**config.mk**
```make
export PLATFORM = sky130hd
export DESIGN_NAME = dma_uart_stream_flat
export DESIGN_NICKNAME = d
export VERILOG_FILES = /design/src/rtl/dma_uart_stream_if.sv /design/src/rtl/dma_uart_stream.sv /design/src/flat_wrapper.sv
export SDC_FILE = /design/constraint.sdc
export NUM_CORES = 1
export LEC_CHECK = 0
export CORE_ASPECT_RATIO = 0.7
export CORE_MARGIN = 1.5
export CORE_UTILIZATION = 35
export CTS_BUF_LIST = sky130_fd_sc_hd__clkbuf_8
export DETAILED_ROUTE_END_ITERATION = 16
export SLEW_MARGIN = 20
export SYNTH_ARGS = -nofsm -noshare
export SYNTH_HDL_FRONTEND = slang
export SYNTH_SLANG_ARGS = --single-unit
```
**constraint.sdc**
```tcl
create_clock -name clk -period 11.7 [get_ports clk]
set_clock_uncertainty 0.1 [all_clocks]
set_input_delay 2.34 -clock clk [delete_from_list [all_inputs] [get_ports clk]]
set_output_delay 2.34 -clock clk [all_outputs]
set_load 0.1 [all_outputs]
```
**src/rtl/dma_uart_stream_if.sv**
```systemverilog
// rtl/dma_uart_stream_if.sv - Register, memory-read and UART-stream bundle of the TX stream DMA
interface dma_uart_stream_if #(
  parameter int DATA_WIDTH = 32,
  parameter int ADDR_WIDTH = 32
);
  // Register slave port
  logic                  cfg_ce;
  logic                  cfg_rw;
  logic [1:0]            cfg_addr;
  logic [31:0]           cfg_data_in;
  logic [31:0]           cfg_data_out;
  // Word-wide memory read master
  logic                  mem_req;
  logic [ADDR_WIDTH-1:0] mem_addr;
  logic                  mem_gnt;
  logic [DATA_WIDTH-1:0] mem_rdata;
  // UART transmit handshake
  logic [7:0]            uart_data;
  logic                  uart_data_av;
  logic                  uart_ready;
  // Interrupt
  logic                  irq;

  // DMA side: drives memory requests, the UART byte stream, read data and irq
  modport master (
    input  cfg_ce, cfg_rw, cfg_addr, cfg_data_in, mem_gnt, mem_rdata, uart_ready,
    output cfg_data_out, mem_req, mem_addr, uart_data, uart_data_av, irq
  );

  // System side: controller, memory fabric and UART
  modport slave (
    output cfg_ce, cfg_rw, cfg_addr, cfg_data_in, mem_gnt, mem_rdata, uart_ready,
    input  cfg_data_out, mem_req, mem_addr, uart_data, uart_data_av, irq
  );
endinterface

```
**src/rtl/dma_uart_stream.sv**
```systemverilog
// rtl/dma_uart_stream.sv - Memory-to-UART byte stream DMA with count/NUL modes and byte FIFO
module dma_uart_stream #(
  parameter int DATA_WIDTH = 32,
  parameter int ADDR_WIDTH = 32,
  parameter int FIFO_DEPTH = 8,
  parameter int LEN_WIDTH  = 16
) (
  input  logic              clk,
  input  logic              rst,
  dma_uart_stream_if.master bus
);
  localparam int PTR_W = $clog2(FIFO_DEPTH);
  localparam int LVL_W = PTR_W + 1;

  typedef enum logic [2:0] {
    S_IDLE,
    S_FETCH,
    S_UNPACK,
    S_DRAIN,
    S_DONE
  } state_t;

  state_t                state_q, state_d;
  logic [ADDR_WIDTH-1:0] src_q, src_d;
  logic [ADDR_WIDTH-1:0] ptr_q, ptr_d;
  logic [LEN_WIDTH-1:0]  len_q, len_d;
  logic [LEN_WIDTH-1:0]  cnt_q, cnt_d;
  logic                  mode_q, mode_d;
  logic                  irq_en_q, irq_en_d;
  logic                  done_q, done_d;
  logic                  aborted_q, aborted_d;
  logic                  limit_q, limit_d;
  logic [DATA_WIDTH-1:0] word_q, word_d;
  logic [7:0]            fifo_q [FIFO_DEPTH];
  logic [7:0]            fifo_d [FIFO_DEPTH];
  logic [PTR_W-1:0]      wr_q, wr_d;
  logic [PTR_W-1:0]      rd_q, rd_d;
  logic [LVL_W-1:0]      level_q, level_d;
  logic                  av_q, av_d;

  logic       cfg_wr;
  logic       busy;
  logic       fifo_full;
  logic       start_req;
  logic       abort_req;
  logic       push;
  logic       pop;
  logic       flush;
  logic [7:0] cur_byte;

  assign cfg_wr    = bus.cfg_ce & bus.cfg_rw;
  assign busy      = (state_q == S_FETCH) || (state_q == S_UNPACK) || (state_q == S_DRAIN);
  assign fifo_full = (level_q == LVL_W'(FIFO_DEPTH));
  // Little-endian lane select: the low pointer bits pick the byte within the latched word
  assign cur_byte  = word_q[{ptr_q[1:0], 3'b000} +: 8];
  assign pop       = av_q & bus.uart_ready;

  assign bus.mem_req      = (state_q == S_FETCH);
  assign bus.mem_addr     = (state_q == S_FETCH) ? {ptr_q[ADDR_WIDTH-1:2], 2'b00} : '0;
  assign bus.uart_data    = fifo_q[rd_q];
  assign bus.uart_data_av = av_q;
  assign bus.irq          = done_q & irq_en_q;

  // Register writes, transfer FSM next-state, and abort override
  always_comb begin
    state_d   = state_q;
    src_d     = src_q;
    len_d     = len_q;
    mode_d    = mode_q;
    irq_en_d  = irq_en_q;
    done_d    = done_q;
    aborted_d = aborted_q;
    limit_d   = limit_q;
    ptr_d     = ptr_q;
    cnt_d     = cnt_q;
    word_d    = word_q;
    start_req = 1'b0;
    abort_req = 1'b0;
    push      = 1'b0;
    flush     = 1'b0;

    if (cfg_wr) begin
      case (bus.cfg_addr)
        2'd0: if (!busy) src_d = ADDR_WIDTH'(bus.cfg_data_in);
        2'd1: if (!busy) len_d = LEN_WIDTH'(bus.cfg_data_in);
        2'd2: begin
          irq_en_d  = bus.cfg_data_in[2];
          if (!busy) mode_d = bus.cfg_data_in[1];
          start_req = bus.cfg_data_in[0];
          abort_req = bus.cfg_data_in[3];
        end
        default: begin
          done_d    = 1'b0;
          aborted_d = 1'b0;
          limit_d   = 1'b0;
        end
      endcase
    end

    case (state_q)
      // DONE behaves like IDLE for a new start so a start issued in that cycle is not lost
      S_IDLE, S_DONE: begin
        state_d = S_IDLE;
        if (start_req && !abort_req) begin
          done_d    = 1'b0;
          aborted_d = 1'b0;
          limit_d   = 1'b0;
          ptr_d     = src_q;
          cnt_d     = len_q;
          if (len_q == '0) begin
            state_d = S_DONE;
            done_d  = 1'b1;
          end else begin
            state_d = S_FETCH;
          end
        end
      end
      S_FETCH: begin
        if (bus.mem_gnt) begin
          word_d  = bus.mem_rdata;
          state_d = S_UNPACK;
        end
      end
      S_UNPACK: begin
        // A terminator needs no FIFO slot, so it is honoured even when the FIFO is full
        if (mode_q && (cur_byte == 8'h00)) begin
          state_d = S_DRAIN;
        end else if (!fifo_full) begin
          push  = 1'b1;
          ptr_d = ptr_q + ADDR_WIDTH'(1);
          cnt_d = cnt_q - LEN_WIDTH'(1);
          if (cnt_q == LEN_WIDTH'(1)) begin
            state_d = S_DRAIN;
            if (mode_q) limit_d = 1'b1;
          end else if (ptr_q[1:0] == 2'b11) begin
            state_d = S_FETCH;
          end
        end
      end
      S_DRAIN: begin
        if ((level_q == '0) && bus.uart_ready) begin
          state_d = S_DONE;
          done_d  = 1'b1;
        end
      end
      default: state_d = S_IDLE;
    endcase

    if (abort_req && busy) begin
      state_d   = S_IDLE;
      push      = 1'b0;
      flush     = 1'b1;
      aborted_d = 1'b1;
      done_d    = 1'b1;
    end
  end

  // Byte FIFO bookkeeping and the registered byte-valid with its post-pop gap
  always_comb begin
    fifo_d  = fifo_q;
    wr_d    = wr_q;
    rd_d    = rd_q;
    level_d = level_q;
    if (flush) begin
      wr_d    = '0;
      rd_d    = '0;
      level_d = '0;
    end else begin
      if (push) begin
        fifo_d[wr_q] = cur_byte;
        wr_d         = wr_q + PTR_W'(1);
      end
      if (pop) rd_d = rd_q + PTR_W'(1);
      level_d = level_q + LVL_W'(push) - LVL_W'(pop);
    end
    av_d = (level_q != '0) && !pop && !flush;
  end

  // Register read mux; reads return zero when the port is not selected
  always_comb begin
    bus.cfg_data_out = '0;
    if (bus.cfg_ce) begin
      case (bus.cfg_addr)
        2'd0:    bus.cfg_data_out = 32'(src_q);
        2'd1:    bus.cfg_data_out = 32'(len_q);
        2'd2:    bus.cfg_data_out = {29'd0, irq_en_q, mode_q, 1'b0};
        default: bus.cfg_data_out = {16'd0, 8'(level_q), 4'd0, limit_q, aborted_q, done_q, busy};
      endcase
    end
  end

  // State registers with asynchronous reset
  always_ff @(posedge clk or posedge rst) begin
    if (rst) begin
      state_q   <= S_IDLE;
      src_q     <= '0;
      len_q     <= '0;
      mode_q    <= 1'b0;
      irq_en_q  <= 1'b0;
      done_q    <= 1'b0;
      aborted_q <= 1'b0;
      limit_q   <= 1'b0;
      ptr_q     <= '0;
      cnt_q     <= '0;
      word_q    <= '0;
      wr_q      <= '0;
      rd_q      <= '0;
      level_q   <= '0;
      av_q      <= 1'b0;
      for (int i = 0; i < FIFO_DEPTH; i++) fifo_q[i] <= '0;
    end else begin
      state_q   <= state_d;
      src_q     <= src_d;
      len_q     <= len_d;
      mode_q    <= mode_d;
      irq_en_q  <= irq_en_d;
      done_q    <= done_d;
      aborted_q <= aborted_d;
      limit_q   <= limit_d;
      ptr_q     <= ptr_d;
      cnt_q     <= cnt_d;
      word_q    <= word_d;
      wr_q      <= wr_d;
      rd_q      <= rd_d;
      level_q   <= level_d;
      av_q      <= av_d;
      fifo_q    <= fifo_d;
    end
  end
endmodule

```
**src/flat_wrapper.sv**
```systemverilog
// flat-port wrapper written by rule: the top's interface ports become plain ports
module dma_uart_stream_flat 
#(
  parameter int DATA_WIDTH = 32,
  parameter int ADDR_WIDTH = 32,
  parameter int FIFO_DEPTH = 8,
  parameter int LEN_WIDTH  = 16
)
  (clk, rst, bus_cfg_ce, bus_cfg_rw, bus_cfg_addr, bus_cfg_data_in, bus_mem_gnt, bus_mem_rdata, bus_uart_ready, bus_cfg_data_out, bus_mem_req, bus_mem_addr, bus_uart_data, bus_uart_data_av, bus_irq);
  dma_uart_stream_if #(.DATA_WIDTH(DATA_WIDTH), .ADDR_WIDTH(ADDR_WIDTH)) bus_i ();
  input  logic clk;
  input  logic rst;
  input wire logic [$bits(bus_i.cfg_ce)-1:0] bus_cfg_ce;
  input wire logic [$bits(bus_i.cfg_rw)-1:0] bus_cfg_rw;
  input wire logic [$bits(bus_i.cfg_addr)-1:0] bus_cfg_addr;
  input wire logic [$bits(bus_i.cfg_data_in)-1:0] bus_cfg_data_in;
  input wire logic [$bits(bus_i.mem_gnt)-1:0] bus_mem_gnt;
  input wire logic [$bits(bus_i.mem_rdata)-1:0] bus_mem_rdata;
  input wire logic [$bits(bus_i.uart_ready)-1:0] bus_uart_ready;
  output wire logic [$bits(bus_i.cfg_data_out)-1:0] bus_cfg_data_out;
  output wire logic [$bits(bus_i.mem_req)-1:0] bus_mem_req;
  output wire logic [$bits(bus_i.mem_addr)-1:0] bus_mem_addr;
  output wire logic [$bits(bus_i.uart_data)-1:0] bus_uart_data;
  output wire logic [$bits(bus_i.uart_data_av)-1:0] bus_uart_data_av;
  output wire logic [$bits(bus_i.irq)-1:0] bus_irq;
  assign bus_i.cfg_ce = bus_cfg_ce;
  assign bus_i.cfg_rw = bus_cfg_rw;
  assign bus_i.cfg_addr = bus_cfg_addr;
  assign bus_i.cfg_data_in = bus_cfg_data_in;
  assign bus_i.mem_gnt = bus_mem_gnt;
  assign bus_i.mem_rdata = bus_mem_rdata;
  assign bus_i.uart_ready = bus_uart_ready;
  assign bus_cfg_data_out = bus_i.cfg_data_out;
  assign bus_mem_req = bus_i.mem_req;
  assign bus_mem_addr = bus_i.mem_addr;
  assign bus_uart_data = bus_i.uart_data;
  assign bus_uart_data_av = bus_i.uart_data_av;
  assign bus_irq = bus_i.irq;
  dma_uart_stream #(.DATA_WIDTH(DATA_WIDTH), .ADDR_WIDTH(ADDR_WIDTH), .FIFO_DEPTH(FIFO_DEPTH), .LEN_WIDTH(LEN_WIDTH)) u_core (.clk(clk), .rst(rst), .bus(bus_i));
endmodule
```
==> impl_metrics.toml, run 1 <==
[outcome]
run_status = "complete, no violations"

[final_layout]
post-route-util_pct = 43.9
nNetsFinal = 1187
final_layout_size_suffix_gt1_share_pct = 23.9
num_antenna_cells = 0
area_growth_pct = 22.9

[clock_network]
cts_buffer_depth = 3
post_cts_resized = 0
ctsHoldBuffers = 0
htree_levels = 2
cts_tree = "yes"
cts_buffers = 36
clkTransAtPathRegs_ns = 0.06
cts.sinks = 211
clk-insertion-delay-late_ns = 0.53
ctsRootBufferMaster = "clkbuf_8"
postCtsSetupRepairBufs = 0

[synthesis]
synthTopCellsByArea = "dfrtp_1 (47%), mux2_2 (15%), mux4_2 (5.1%)"
synth_warnings = 0
seq_area_frac_synth_pct = 47.4
ys_seq_elements = 211
synth.most_common_cell = "dfrtp_1"
netlist_area_um2 = 11100
synth_top_cells_by_count = "dfrtp_1 (211), mux2_2 (152), nand2_1 (74)"
ys_types = 71
synth_top_area_share_pct = 47.4
ys.flop_type = "dfrtp_1"
synth_edf_count = 0
netlist_instances = 968
synth_top_area_cell = "dfrtp_1"
postSynthAreaPerCell_um2 = 11.5
synthArstFlopShare_pct = 100

[routing]
wl_um = 30900
remaining_drc_errors = 0
vias = 8399
drt_pass1_iterations = 5
drtIter0Drc = 599
wire_per_inst_um = 20.0
vias_per_cell = 5.43
final_antenna_net_count = 0

[timing]
setup_violations = 0
fin_crit_sh_pct = 64.8
fin_crit_ns = 7.58
final-hold-violation-count = 0
maxSlewHeadroom_pct = 29.7
tns_ns = 0
grt_setup_unrepaired = "false"
maxSlewViolCount = 0
tightest_slew_ns = 1.05
fin_ws_ns = 4.12
max_freq_mhz = 132

[setup_path]
critPathCaptureType = "output pin"
slowest_stage = "clkdlybuf4s50_1"
crit_buf_inv = 3
slowest_delay_ns = 1.13
critical_path_class = "input pin to output pin"
critical-path-top-delay-family = "buffers and inverters"
worstPathCellList = "clkdlybuf4s50_1 -> nand2b_1 -> nor2_1 -> buf_4 -> and2_1 -> clkdlybuf4s50_1"
worstPathArrival_ns = 5.14
worstSetupStartpointType = "input pin"
crit_fanout = 17
rr_worst_depth = 6
cp.depth = 6
required_ns = 9.26
cpMostUsedCell = "clkdlybuf4s50_1"

[floorplan]
fp.dieH_um = 152
rows = 54
start_util_pct = 35.7
io_pins = 147
die-width_um = 216
core_region_area_um2 = 31200
fp.dieArea_um2 = 32900

[placed_design]
gp_congestion = 0.813
pre_cts_ws_ns = 4.09
port_buffers = 144
dp_hpwl_um = 21100

[pwr]
p_leak_nw = 5.81
vdd_drop_max_v = 0.000102
total_power_w = 0.00264
power_density_nw_per_um2 = 193

[grt]
grt_pass1_vias = 8288
grt_pass1_wl_um = 49600
antenna_found_initial = 0
track_usage_pct = 19.0
grt_max_degree = 95
grt_overflow = 0

[hold_path]
hold_class = "register to register"
worstHoldPathCells = 1

[run]
maxCapViolCount = 0
==> sequential cells by signal (all words and copies together), names as in the netlist <==
| signal | count |
|---|---|
| u_core.fifo_q | 64 |
| u_core.ptr_q | 32 |
| u_core.src_q | 32 |
| u_core.word_q | 32 |
| u_core.cnt_q | 16 |
| u_core.len_q | 16 |
| u_core.level_q | 4 |
| u_core.rd_q | 3 |
| u_core.state_q | 3 |
| u_core.wr_q | 3 |
| u_core.aborted_q | 1 |
| u_core.bus.uart_data_av | 1 |
| u_core.done_q | 1 |
| u_core.irq_en_q | 1 |
| u_core.limit_q | 1 |
| u_core.mode_q | 1 |
==> per-layer routing <==
layer / up-vias / track usage [%] / share of wire, %
met4: 0 / 3.74 / 1.3
met2: 297 / 24.9 / 39
met1: 4170 / 31.2 / 52
li1: 3900 / - / -
met5: - / 0 / 0
met3: 32 / 3.99 / 6.8
==> cell usage in the layout (no fill, tap or decap), drive strengths merged, types with 34 or more instances in the layout <==
master and instances:
clkdlybuf4s50 144, dfrtp 211, nor2 44, mux2 154
inv 34, nand3 43, nand2 74, and2 61
clkbuf 46
==> path summary, 6_finish.rpt <==
path	from	to	slack [ns]
max	bus_cfg_addr[1]	bus_cfg_data_out[31]	4.12
min	u_core.word_q[16]$_DFFE_PP0P_	u_core.word_q[16]$_DFFE_PP0P_	0.40
max reg2reg	u_core.ptr_q[0]$_DFFE_PP0P_	u_core.ptr_q[1]$_DFFE_PP0P_	7.67
min reg2reg	u_core.word_q[16]$_DFFE_PP0P_	u_core.word_q[16]$_DFFE_PP0P_	0.40
max in group asynchronous	rst	u_core.src_q[30]$_DFFE_PP0P_	7.24
min in group asynchronous	rst	u_core.word_q[8]$_DFFE_PP0P_	2.23
==> kinds of logic after synthesis <==
group                    share of synthesized area (%)
multiplexers                                      22.0
adder cells (fa/ha/maj)                           1.42
XOR/XNOR                                         0.315
AND/OR/NAND/NOR                                   16.0
other                                           0.0337
flip-flops                                        47.4
buffers and inverters                             3.35
AO/OA/AOI/OAI                                     9.52
==> final cells by class <==
type                    count  area [um^2]
fillers                  2998        17500
multi-input cells         673         5520
flip-flops and latches    211         5280
repair buffers            160         1560
clock buffers              46          633
well taps                 420          526
inverters                  21         86.3
clock inverters            15         83.8
==> through the flow <==
step	hold WS, ns	instance area [um^2]	cells
after global placement	0.382	13000	1485
after detailed placement	0.391	13000	1485
after floorplan	0.354	11100	969
final	0.403	13700	1546
after CTS	0.405	13700	1546
after global routing	0.411	13700	1546
==> worst reg2reg max path, stage by stage, from the launching register on <==
cell	delay [ns]
dfrtp_1	0.87
mux4_2	0.77
nor4_4	0.46
o2111a_2	0.62
o21ai_2	0.43
buf_4	0.37
mux2_4	0.32
==> report_power, final <==
part	leakage [nW]	internal, W	total, W	switching (W)
Sequential	2.69	0.000921	0.00116	0.000244
Clock	0.418	0.000372	0.000677	0.000305
Combinational	2.70	0.000356	0.000802	0.000446
Total	5.81	0.00165	0.00264	0.000995
Note: power is estimated with default switching activity, not from simulation.
==> inputs of run 2 (changes only) <==
clock period = 7.3 ns   (was 11.7 ns; I/O delays follow)
==> run 2 against run 1 <==
  * Sequential cell count stayed put
  * Global-route usage is 0.053 points higher
  * Die area stayed put
  * Combinational power is 60% higher
  * Critical endpoint is now bus_cfg_data_out[2]
  * Critical path depth is 2 lower
==> impl_metrics.toml, run 2 (synthesis gave the netlist of run 1 again) <==
[outcome]
run_status = "complete, no violations"

[floorplan]
core_region_area_um2 = 31200
fp.dieArea_um2 = 32900
die-width_um = 216
start_util_pct = 35.7
rows = 54
io_pins = 147
fp.dieH_um = 152

[grt]
antenna_found_initial = 0
grt_overflow = 0
track_usage_pct = 19.0
grt_max_degree = 176
grt_pass1_wl_um = 49500
grt_pass1_vias = 8272

[routing]
drt_pass1_iterations = 4
wl_um = 31000
remaining_drc_errors = 0
final_antenna_net_count = 0
vias_per_cell = 5.44
wire_per_inst_um = 20.1
drtIter0Drc = 583
vias = 8410

[clock_network]
cts_buffer_depth = 3
cts_buffers = 36
postCtsSetupRepairBufs = 0
ctsRootBufferMaster = "clkbuf_8"
cts.sinks = 211
clkTransAtPathRegs_ns = 0.06
ctsHoldBuffers = 0
clk-insertion-delay-late_ns = 0.55
cts_tree = "yes"
post_cts_resized = 0
htree_levels = 2

[setup_path]
slowest_stage = "clkdlybuf4s50_1"
rrSetupSlack_ns = 3.33
critical_path_class = "input pin to output pin"
worstSetupStartpointType = "input pin"
slowest_delay_ns = 0.96
crit_fanout = 13
critPathCaptureType = "output pin"
worstPathArrival_ns = 3.93
required_ns = 5.74
cpMostUsedCell = "clkdlybuf4s50_1"
worstPathCellList = "clkdlybuf4s50_1 -> mux4_2 -> and2_1 -> clkdlybuf4s50_1"

[final_layout]
num_antenna_cells = 0
nNetsFinal = 1187
layout_commonest_cell = "dfrtp_1"
final_layout_size_suffix_gt1_share_pct = 25.8
area_growth_pct = 22.2
largest_reg_flops = 64
stdcell_count = 1546
design_area_um2 = 13600
largest_register = "u_core.fifo_q"
final_cell_mix = "dfrtp_1 (211), mux2_2 (152), clkdlybuf4s50_1 (122)"

[hold_path]
hold_class = "register to register"

[timing]
maxSlewHeadroom_pct = 31.1
grt_setup_unrepaired = "false"
fin_crit_sh_pct = 75.2
tightest_slew_ns = 1.03
final-hold-violation-count = 0
fin_ws_ns = 1.81
tns_ns = 0
setup_violations = 0
maxSlewViolCount = 0
max_freq_mhz = 182
fin_crit_ns = 5.49

[pwr]
power_density_nw_per_um2 = 308
p_leak_nw = 5.83
vdd_drop_max_v = 0.000131

[run]
maxCapViolCount = 0

[placed_design]
dp_hpwl_um = 20800
gp_congestion = 0.837
place_inst = 1485
port_buffers = 144
pre_cts_ws_ns = 1.39
place_area_um2 = 12900
==> run 2: worst max-delay path: cells and delay by family <==
family                 cells  cell delay (ns)
AND/OR/NAND/NOR            1             0.17
multiplexers               1             0.58
buffers and inverters      2             1.71
==> run 2: per-stage QoR <==
stage	hold slack, ns	power, W	utilization, %
3_3_place_gp	0.382	0.00313	41.4
4_1_cts	0.400	0.00422	43.6
3_5_place_dp	0.387	0.00316	41.4
6_report	0.399	0.00418	43.6
5_1_grt	0.418	0.00446	43.6
2_1_floorplan	0.354	0.00274	-
==> run 2: metal layers <==
layer	part of all wire (%)	wire (um)	GRT usage, %
met3	6.3	1970	4.59
met2	39	12100	24.8
met4	1.3	407	4.30
met1	53	16500	30.8
met5	0	0	0
==> run 2: path summary, 6_finish.rpt <==
check                                                   start                            end  cells after the start
worst max register to register    u_core.ptr_q[0]$_DFFE_PP0P_    u_core.level_q[2]$_DFF_PP0_                      8
worst min register to register  u_core.fifo_q[14]$_DFFE_PP0P_  u_core.fifo_q[14]$_DFFE_PP0P_                      1
max in group asynchronous                                 rst   u_core.fifo_q[4]$_DFFE_PP0P_                      3
worst min-delay path            u_core.fifo_q[14]$_DFFE_PP0P_  u_core.fifo_q[14]$_DFFE_PP0P_                      1
min in group asynchronous                                 rst  u_core.word_q[21]$_DFFE_PP0P_                      2
worst max-delay path                          bus_cfg_addr[1]            bus_cfg_data_out[2]                      4
==> run 2: power breakdown <==
part           leakage (nW)  switching (W)  internal, W  total (W)
registers              2.69       0.000388      0.00148    0.00186
logic                  2.74       0.000712     0.000567    0.00128
clock network         0.407       0.000488     0.000552    0.00104
total                  5.83        0.00159      0.00260    0.00418
==> run 2: area by class of cell <==
cell class	count	area (um^2)
Timing Repair Buffer	160	1520
Tap cell	420	526
Sequential cell	211	5280
Clock inverter	16	66.3
Inverter	21	82.6
Multi-Input combinational cell	673	5510
Clock buffer	45	619
Fill cell	2996	17600
